### config.mk
export PLATFORM = sky130hd
export DESIGN_NAME = radix2_divider
export DESIGN_NICKNAME = d
export VERILOG_FILES = /design/src/rtl/radix2_divider_pkg.sv /design/src/rtl/radix2_divider_nr_div_step.sv /design/src/rtl/radix2_divider.sv
export SDC_FILE = /design/constraint.sdc
export NUM_CORES = 1
export LEC_CHECK = 0
export CORE_ASPECT_RATIO = 0.6
export CORE_MARGIN = 8
export CORE_UTILIZATION = 40
export DETAILED_ROUTE_END_ITERATION = 10
export GPL_TIMING_DRIVEN = 1
export SLEW_MARGIN = 20
export SYNTH_ARGS = -nofsm -noshare
export SYNTH_HDL_FRONTEND = slang
export SYNTH_HIERARCHICAL = 1
export SYNTH_SLANG_ARGS = --single-unit
export TNS_END_PERCENT = 5
### constraint.sdc
create_clock -name clk -period 3.6 [get_ports clk]
set_input_delay 0.72 -clock clk [delete_from_list [all_inputs] [get_ports clk]]
set_output_delay 0.72 -clock clk [all_outputs]
set_load 0.02 [all_outputs]
### src/rtl/radix2_divider_pkg.sv
// Shared constants for the radix-2 divider: default operand width and FSM state encodings.
// The DIV_SIZE macro may be predefined by the build; it falls back to 8 here.
`ifndef DIV_SIZE
`define DIV_SIZE 8
`endif

package radix2_divider_pkg;

  localparam int DIV_DEFAULT_SIZE = `DIV_SIZE;

  typedef enum logic [1:0] {
    DIV_IDLE = 2'd0,
    DIV_RUN  = 2'd1,
    DIV_FIX  = 2'd2,
    DIV_DONE = 2'd3
  } div_state_e;

  function automatic logic div_is_busy(input div_state_e s);
    return (s == DIV_RUN) || (s == DIV_FIX);
  endfunction

endpackage

### src/rtl/radix2_divider_nr_div_step.sv
// One combinational non-restoring division step on magnitudes:
// shift the next dividend bit into P, then subtract or add D depending on P's sign.
module nr_div_step
  import radix2_divider_pkg::*;
#(
  parameter int SIZE = DIV_DEFAULT_SIZE
) (
  input  logic [SIZE:0]   p_i,
  input  logic            q_msb_i,
  input  logic [SIZE-1:0] d_i,
  output logic [SIZE:0]   p_o,
  output logic            q_bit_o
);

  logic [SIZE:0] p_shift;

  assign p_shift = {p_i[SIZE-1:0], q_msb_i};
  assign p_o     = p_i[SIZE] ? (p_shift + {1'b0, d_i}) : (p_shift - {1'b0, d_i});
  assign q_bit_o = ~p_o[SIZE];

endmodule

### src/rtl/radix2_divider.sv
// Sequential signed divider, one quotient bit per clock (non-restoring on magnitudes).
// Optional macro DIV_ZERO_DETECT_EN: zero divisor short-circuits to DONE and raises div_by_zero.
module radix2_divider
  import radix2_divider_pkg::*;
#(
  parameter int SIZE = DIV_DEFAULT_SIZE
) (
  input  logic            clk,
  input  logic            rst,
  input  logic            start,
  input  logic [SIZE-1:0] dividend,
  input  logic [SIZE-1:0] divisor,
  output logic            busy,
  output logic            done,
  output logic [SIZE-1:0] quotient,
  output logic [SIZE-1:0] remainder,
  output logic            div_by_zero
);

  localparam int CW = (SIZE > 1) ? $clog2(SIZE) : 1;
  localparam logic [CW-1:0] CNT_LAST = CW'(SIZE - 1);

  div_state_e      state_q, state_d;
  logic [SIZE:0]   p_q, p_d;
  logic [SIZE-1:0] q_q, q_d;
  logic [SIZE-1:0] d_q, d_d;
  logic [CW-1:0]   cnt_q, cnt_d;
  logic            qneg_q, qneg_d;
  logic            rneg_q, rneg_d;
  logic [SIZE-1:0] quo_q, quo_d;
  logic [SIZE-1:0] rem_q, rem_d;
`ifdef DIV_ZERO_DETECT_EN
  logic            dbz_q, dbz_d;
`endif

  logic [SIZE-1:0] dvd_mag, dvs_mag;
  logic [SIZE:0]   step_p, p_fix;
  logic            step_qbit;
  logic            unused_fix_msb;

  assign dvd_mag = dividend[SIZE-1] ? -dividend : dividend;
  assign dvs_mag = divisor[SIZE-1]  ? -divisor  : divisor;

  nr_div_step #(.SIZE(SIZE)) u_step (
    .p_i     (p_q),
    .q_msb_i (q_q[SIZE-1]),
    .d_i     (d_q),
    .p_o     (step_p),
    .q_bit_o (step_qbit)
  );

  // Final correction: a negative partial remainder is restored by one add of D.
  assign p_fix          = p_q[SIZE] ? (p_q + {1'b0, d_q}) : p_q;
  assign unused_fix_msb = p_fix[SIZE];

  always_comb begin
    // NOTE: every next-state signal defaults to its held value first so no latch is inferred.
    state_d = state_q;
    p_d     = p_q;
    q_d     = q_q;
    d_d     = d_q;
    cnt_d   = cnt_q;
    qneg_d  = qneg_q;
    rneg_d  = rneg_q;
    quo_d   = quo_q;
    rem_d   = rem_q;
`ifdef DIV_ZERO_DETECT_EN
    dbz_d   = dbz_q;
`endif

    case (state_q)
      DIV_IDLE, DIV_DONE: begin
        if (start) begin
          q_d     = dvd_mag;
          d_d     = dvs_mag;
          qneg_d  = dividend[SIZE-1] ^ divisor[SIZE-1];
          rneg_d  = dividend[SIZE-1];
          p_d     = '0;
          cnt_d   = CNT_LAST;
          state_d = DIV_RUN;
`ifdef DIV_ZERO_DETECT_EN
          dbz_d   = (divisor == '0);
          if (divisor == '0) begin
            quo_d   = '1;
            rem_d   = dividend;
            state_d = DIV_DONE;
          end
`endif
        end else if (state_q == DIV_DONE) begin
          state_d = DIV_IDLE;
        end
      end

      DIV_RUN: begin
        p_d   = step_p;
        q_d   = {q_q[SIZE-2:0], step_qbit};
        cnt_d = cnt_q - CW'(1);
        if (cnt_q == '0) state_d = DIV_FIX;
      end

      DIV_FIX: begin
        p_d     = p_fix;
        quo_d   = qneg_q ? -q_q : q_q;
        rem_d   = rneg_q ? -p_fix[SIZE-1:0] : p_fix[SIZE-1:0];
        state_d = DIV_DONE;
      end

      default: state_d = DIV_IDLE;
    endcase
  end

  always_ff @(posedge clk or posedge rst) begin
    if (rst) begin
      state_q <= DIV_IDLE;
      p_q     <= '0;
      q_q     <= '0;
      d_q     <= '0;
      cnt_q   <= '0;
      qneg_q  <= 1'b0;
      rneg_q  <= 1'b0;
      quo_q   <= '0;
      rem_q   <= '0;
`ifdef DIV_ZERO_DETECT_EN
      dbz_q   <= 1'b0;
`endif
    end else begin
      // NOTE: non-blocking so every register samples the same pre-edge values.
      state_q <= state_d;
      p_q     <= p_d;
      q_q     <= q_d;
      d_q     <= d_d;
      cnt_q   <= cnt_d;
      qneg_q  <= qneg_d;
      rneg_q  <= rneg_d;
      quo_q   <= quo_d;
      rem_q   <= rem_d;
`ifdef DIV_ZERO_DETECT_EN
      dbz_q   <= dbz_d;
`endif
    end
  end

  assign busy      = div_is_busy(state_q);
  assign done      = (state_q == DIV_DONE);
  assign quotient  = quo_q;
  assign remainder = rem_q;
`ifdef DIV_ZERO_DETECT_EN
  assign div_by_zero = dbz_q;
`else
  assign div_by_zero = 1'b0;
`endif

endmodule

* Yosys cells after proc, flatten, opt, wreduce, memory -nomap -nowiden
Index checks and enable logic that the tools add are counted.
** Operators by class
- Add/sub/neg operators :: 8
- Multiply operators :: 0
- Divide/modulo/power cells :: 0
- $lt $le $gt $ge :: 0
- Equality and inequality tests :: 6
- Shifts and indexed selects :: 0
- Mux-type cells :: 16
- Bitwise operators :: 2
- Reductions and logical operators :: 8
** Operator list (number)
- 8-bit two-way mux :: 5
- 8-bit negation :: 4
- 9-bit two-way mux :: 3
- 9-bit case mux with 3 select lines :: 1
- 9-bit by 8-bit adder with 9-bit output :: 2
- 8-bit case mux with 2 select lines :: 1
- 9-bit by 8-bit subtractor with 9-bit output :: 1
- 2-bit two-way mux :: 3
- 2-bit case mux with 3 select lines :: 1
- 3-bit case mux with 2 select lines :: 1
- 2-bit AND reduction :: 3
- 2-bit equality test (second input constant) :: 2
- 2-bit != test (second input constant) :: 2
- 3-bit logical NOT :: 1
- 3-bit two-way mux :: 1
- 3-bit != test (second input constant) :: 1
- 3-bit by 1-bit subtractor with 3-bit output (second input constant) :: 1
- 2-bit by 1-bit equality test with 1-bit output (second input constant) :: 1
- 2-bit logical NOT :: 1
- 2-bit nonzero test :: 1
- 2-bit OR reduction :: 1
- 1-bit logical OR :: 1
- 1-bit inverter :: 1
- 1-bit XOR :: 1
** Word-level totals
- Bits in registers :: 48
- Latch bits :: 0
- RAM bits :: 0
- Memory bits (read-only) :: 0
- Input port bits :: 19
- Output and inout bits :: 19
- Memories kept :: 0

* Logic depth before layout (Yosys ltp)
- Depth after elaboration :: 4
- Mapped depth :: 11
- Depth with buffers taken out :: 11

* Modules after synthesis
Netlist, hierarchy kept.
** Modules (own cells, without submodules)
- radix2_divider :: times used 1, cells each 322, area each 3029.2 um^2, sequential area each 1201.2 um^2
- nr_div_step :: times used 1, cells each 72, area each 556.8 um^2, sequential area each 0.0 um^2

* Worst setup path before layout
No wires, ideal clock.
- Path type :: reg2reg
- Start point :: reg p_q[0]
- End point :: reg rem_q[7], in the netlist remainder[7]
- Setup time :: 0.120 ns
- Arrival :: 2.421 ns
- Data required time :: 3.480 ns
- Slack :: 1.059 ns
- Cell stages (with the launch flop) :: 9
- Clock period less this slack :: 2.541 ns
- Cells stage by stage :: dfrtp_1 > ha_1 > fa_1 > a21o_2 > a211oi_1 > o31ai_1 > or3_1 > nor4_1 > and3b_1
** Between the ends
- Cells in the longest elaborated chain, start to end :: 4
** Ends and longest elaborated chain
- from (decl) :: line radix2_divider.sv:24 : logic [SIZE:0] p_q, p_d;
- from (signal assigned) :: line radix2_divider.sv:129 : p_q <= p_d;
- 9-bit by 8-bit adder with 9-bit output :: line radix2_divider.sv:53 : assign p_fix = p_q[SIZE] ? (p_q + {1'b0, d_q}) : p_q;
- 9-bit two-way mux (*) :: line radix2_divider.sv:53
- 8-bit negation :: line radix2_divider.sv:104 : rem_d = rneg_q ? -p_fix[SIZE-1:0] : p_fix[SIZE-1:0];
- 8-bit two-way mux (*) :: line radix2_divider.sv:104
- to (signal assigned) :: line radix2_divider.sv:136 : rem_q <= rem_d;
- to (decl) :: line radix2_divider.sv:31 : logic [SIZE-1:0] rem_q, rem_d;
Every way passes the cells marked *; elsewhere a longest branch is shown, timed or not.
A chain may end at the register's enable or synchronous reset.

* Worst setup path after layout
- Start point :: reg p_q[0]
- End point :: reg rem_q[6], in the netlist remainder[6]
Same word-level chain as after synthesis.

==> results.json <==
{
  "via_count": 2977,
  "status": "complete, no violations",
  "powerDensity_nw_per_um2": 1040,
  "synth_top_area_share_pct": 33.5,
  "ys.flop_type": "dfrtp_1",
  "drc": 0,
  "fin_crit_sh_pct": 78.9,
  "critPathKind": "register to register",
  "rrSetupSlack_ns": 0.76,
  "drt_iter0_drc": 248,
  "yosysMostFrequentCell": "dfrtp_1",
  "yosys-top-cells-area": "dfrtp_1 33%, ha_1 9.1%, xnor2_1 4.9%",
  "antenna_found_initial": 0,
  "wl_per_cell_um": 16.7,
  "path_buf_inv": 0,
  "yosys_warnings": 6,
  "power.internal_w": 0.00235,
  "p_seq_share_pct": 24.9,
  "cp.arrival_ns": 3.02,
  "grt_usage_pct": 14.8,
  "placed_cells": 528,
  "io_buffers": 36,
  "syn_nets": 441,
  "top_usage_layer": "met1",
  "crit_chain": "ha_1 -> fa_1 -> a211oi_1 -> nor2_1 -> o31ai_1 -> o41ai_2 -> xnor2_1 -> mux2_2",
  "syn_area_per_cell_sq_um": 9.10,
  "postCtsSetupBuffers": 0,
  "cts_hold_buf": 0,
  "path_clk_slew_ns": 0.07,
  "die_w_um": 138,
  "hold_viol_final": 0,
  "stdcell_count": 536,
  "core_sq_um": 8620,
  "grt_max_degree": 49,
  "cpPeakStageDelay_ns": 0.66,
  "min_path_type": "register to register",
  "met2_usage_pct": 20.2,
  "clk-insertion-delay-late_ns": 0.29,
  "tightest_slew_ns": 0.852,
  "cp-end-kind": "register",
  "drt_pre_antenna_iters": 4,
  "relSlewSlack_pct": 43.2,
  "gp_congestion": 0.827,
  "rows": 26,
  "cts_resized": 0,
  "multi_input_area_sq_um": 2210,
  "grt_pass1_vias": 2823,
  "tritoncts": "yes",
  "combPwrFrac_pct": 61.0,
  "worst_clock_skew_ns": 0.0113,
  "cts_buffer_depth": 2,
  "cp_max_fo": 5,
  "antenna_cells": 0,
  "cts_buffers": 5,
  "ys_async_sr_fraction_pct": 100,
  "grt-ovfl-total": 0,
  "fill_cells": 816,
  "cts_sinks": 48,
  "hold_ws_ns": 0.510,
  "period_needed_ns": 2.84,
  "max_clock_freq_mhz": 352,
  "p_leak_nw": 1.84,
  "cpLargestDelayFamily": "compound AO/OA/AOI/OAI gates",
  "critPathLaunchType": "register",
  "ys_seq_area_share_pct": 33.5,
  "seq_area_sq_um": 1200,
  "grt_use_met3_pct": 4.14,
  "required_ns": 3.78,
  "swShare_pct": 46.1,
  "post_drt_via_cell_ratio": 5.55,
  "ir_drop_mv": 0.603,
  "fin_tns_setup_ns": 0,
  "final_nets": 470,
  "maxSlewViolCount": 0,
  "syn_to_final_growth_pct": 17.6,
  "cap_violations": 0,
  "switchingPower_w": 0.00202,
  "drive_gt1_share_pct": 7.78,
  "pin_count": 38,
  "htree_levels": 2,
  "postSynthCellCount": 394,
  "dpl.hpwl_mm": 7.07,
  "rsz0062_at_grt": "false",
  "setup_viol": 0,
  "synth_edf_count": 0,
  "synthTopCellsByCount": "48 x dfrtp_1, 35 x nand2_1, 33 x o21ai_0, 28 x nor2_1",
  "met1_usage_pct": 22.4,
  "grt_first_pass_wirelength_mm": 14.7,
  "ant_nets": 0,
  "start_util_pct": 41.6,
  "die_y_um": 89.3,
  "die-area_sq_um": 12300,
  "synth_top_area_cell": "dfrtp_1",
  "clockPowerShare_pct": 14.1,
  "cts_root_buffer": "clkbuf_16",
  "synth_cell_types": 63,
  "ys_seq_elements": 48,
  "drt_wl_total_mm": 8.96,
  "synth_area_sq_um": 3590,
  "cpMaxStageDelayCell": "o31ai_1"
}
## placed cells by master, fill, tap and decap left out, drive strengths merged, types with 4 or more instances in the layout
cell,instances
o31ai,9
a21oi,26
o21a,5
dfrtp,48
a211oi,4
a22oi,6
mux2i,9
or3,6
xor2,15
ha,26
mux2,10
inv,26
nand2b,7
nor2b,9
o21ai,34
xnor2,21
clkdlybuf4s50,36
clkbuf,5
nor3,7
nor2,28
nand2,35
## kinds of logic (layout without fill, tap and decap cells)
logic type | count (synthesis) | count (layout) | share of synthesized area, %
xor gates and xnor gates | 36 | 36 | 9.00
adders and majority gates | 28 | 28 | 10.2
buffers and inverters | 42 | 72 | 5.02
AOI/OAI and AO/OA | 109 | 109 | 20.7
and+or+nand+nor | 111 | 111 | 15.8
other | 1 | 1 | 0.105
DFF | 48 | 48 | 33.5
muxes | 19 | 19 | 5.65
## worst register-to-register path, cell delays in order, from the launching register on
cell      delay, ns
dfrtp_1        0.43
ha_1           0.26
fa_1           0.43
a211oi_1       0.23
nor2_1         0.12
o31ai_1        0.66
o41ai_2        0.18
xnor2_1        0.15
mux2_2         0.26
## cell type report
| cell class | instances | share of cell area, % |
|---|---|---|
| Clock buffer | 5 | 2.97 |
| Inverter | 26 | 2.34 |
| Clock inverter | 3 | 1.63 |
| Tap cell | 112 | 3.32 |
| Sequential cell | 48 | 28.5 |
| Multi-Input combinational cell | 304 | 52.4 |
| Timing Repair Buffer | 38 | 8.90 |
## routing by layer
layer | vias to the layer above | part of all wire (%)
li1 | 1465 | -
met1 | 1423 | 56
met2 | 84 | 38
met3 | 5 | 5.9
met4 | 0 | 0.41
met5 | - | 0
## registers in the layout, summed over array words and instances (netlist names)
register	count
cnt_q	3
rneg_q	1
quotient	8
q_q	8
d_q	8
qneg_q	1
state_q	2
remainder	8
p_q	9
## worst paths after layout
| kind | from | to | cells after the start |
|---|---|---|---|
| worst min-delay path | quotient[0] | quotient[0] | 1 |
| min in group asynchronous | rst | remainder[1] | 2 |
| max in group asynchronous | rst | d_q[7] | 2 |
| worst max register to register | p_q[0] | remainder[6] | 8 |
| worst min register to register | quotient[0] | quotient[0] | 1 |
| worst max-delay path | p_q[0] | remainder[6] | 8 |
## through the flow
stage	instance area (sq um)	setup slack (ns)	util (%)	total power, W
final	4220	0.759	48.9	0.00437
after global placement	4020	0.878	46.6	0.00368
after CTS	4210	0.801	48.9	0.00437
after global routing	4220	0.533	48.9	0.00475
after detailed placement	4020	0.825	46.6	0.00373
after floorplan	3590	1.06	-	0.00298
## power by group through the flow
stage	Combinational (W)	Sequential (W)	Clock [W]
floorplan	0.00190	0.00108	0
finish	0.00266	0.00109	0.000617
global placement	0.00260	0.00108	0
global route	0.00297	0.00113	0.000654
detailed placement	0.00264	0.00109	0
CTS	0.00265	0.00108	0.000632
(Power assumes the default switching activity.)
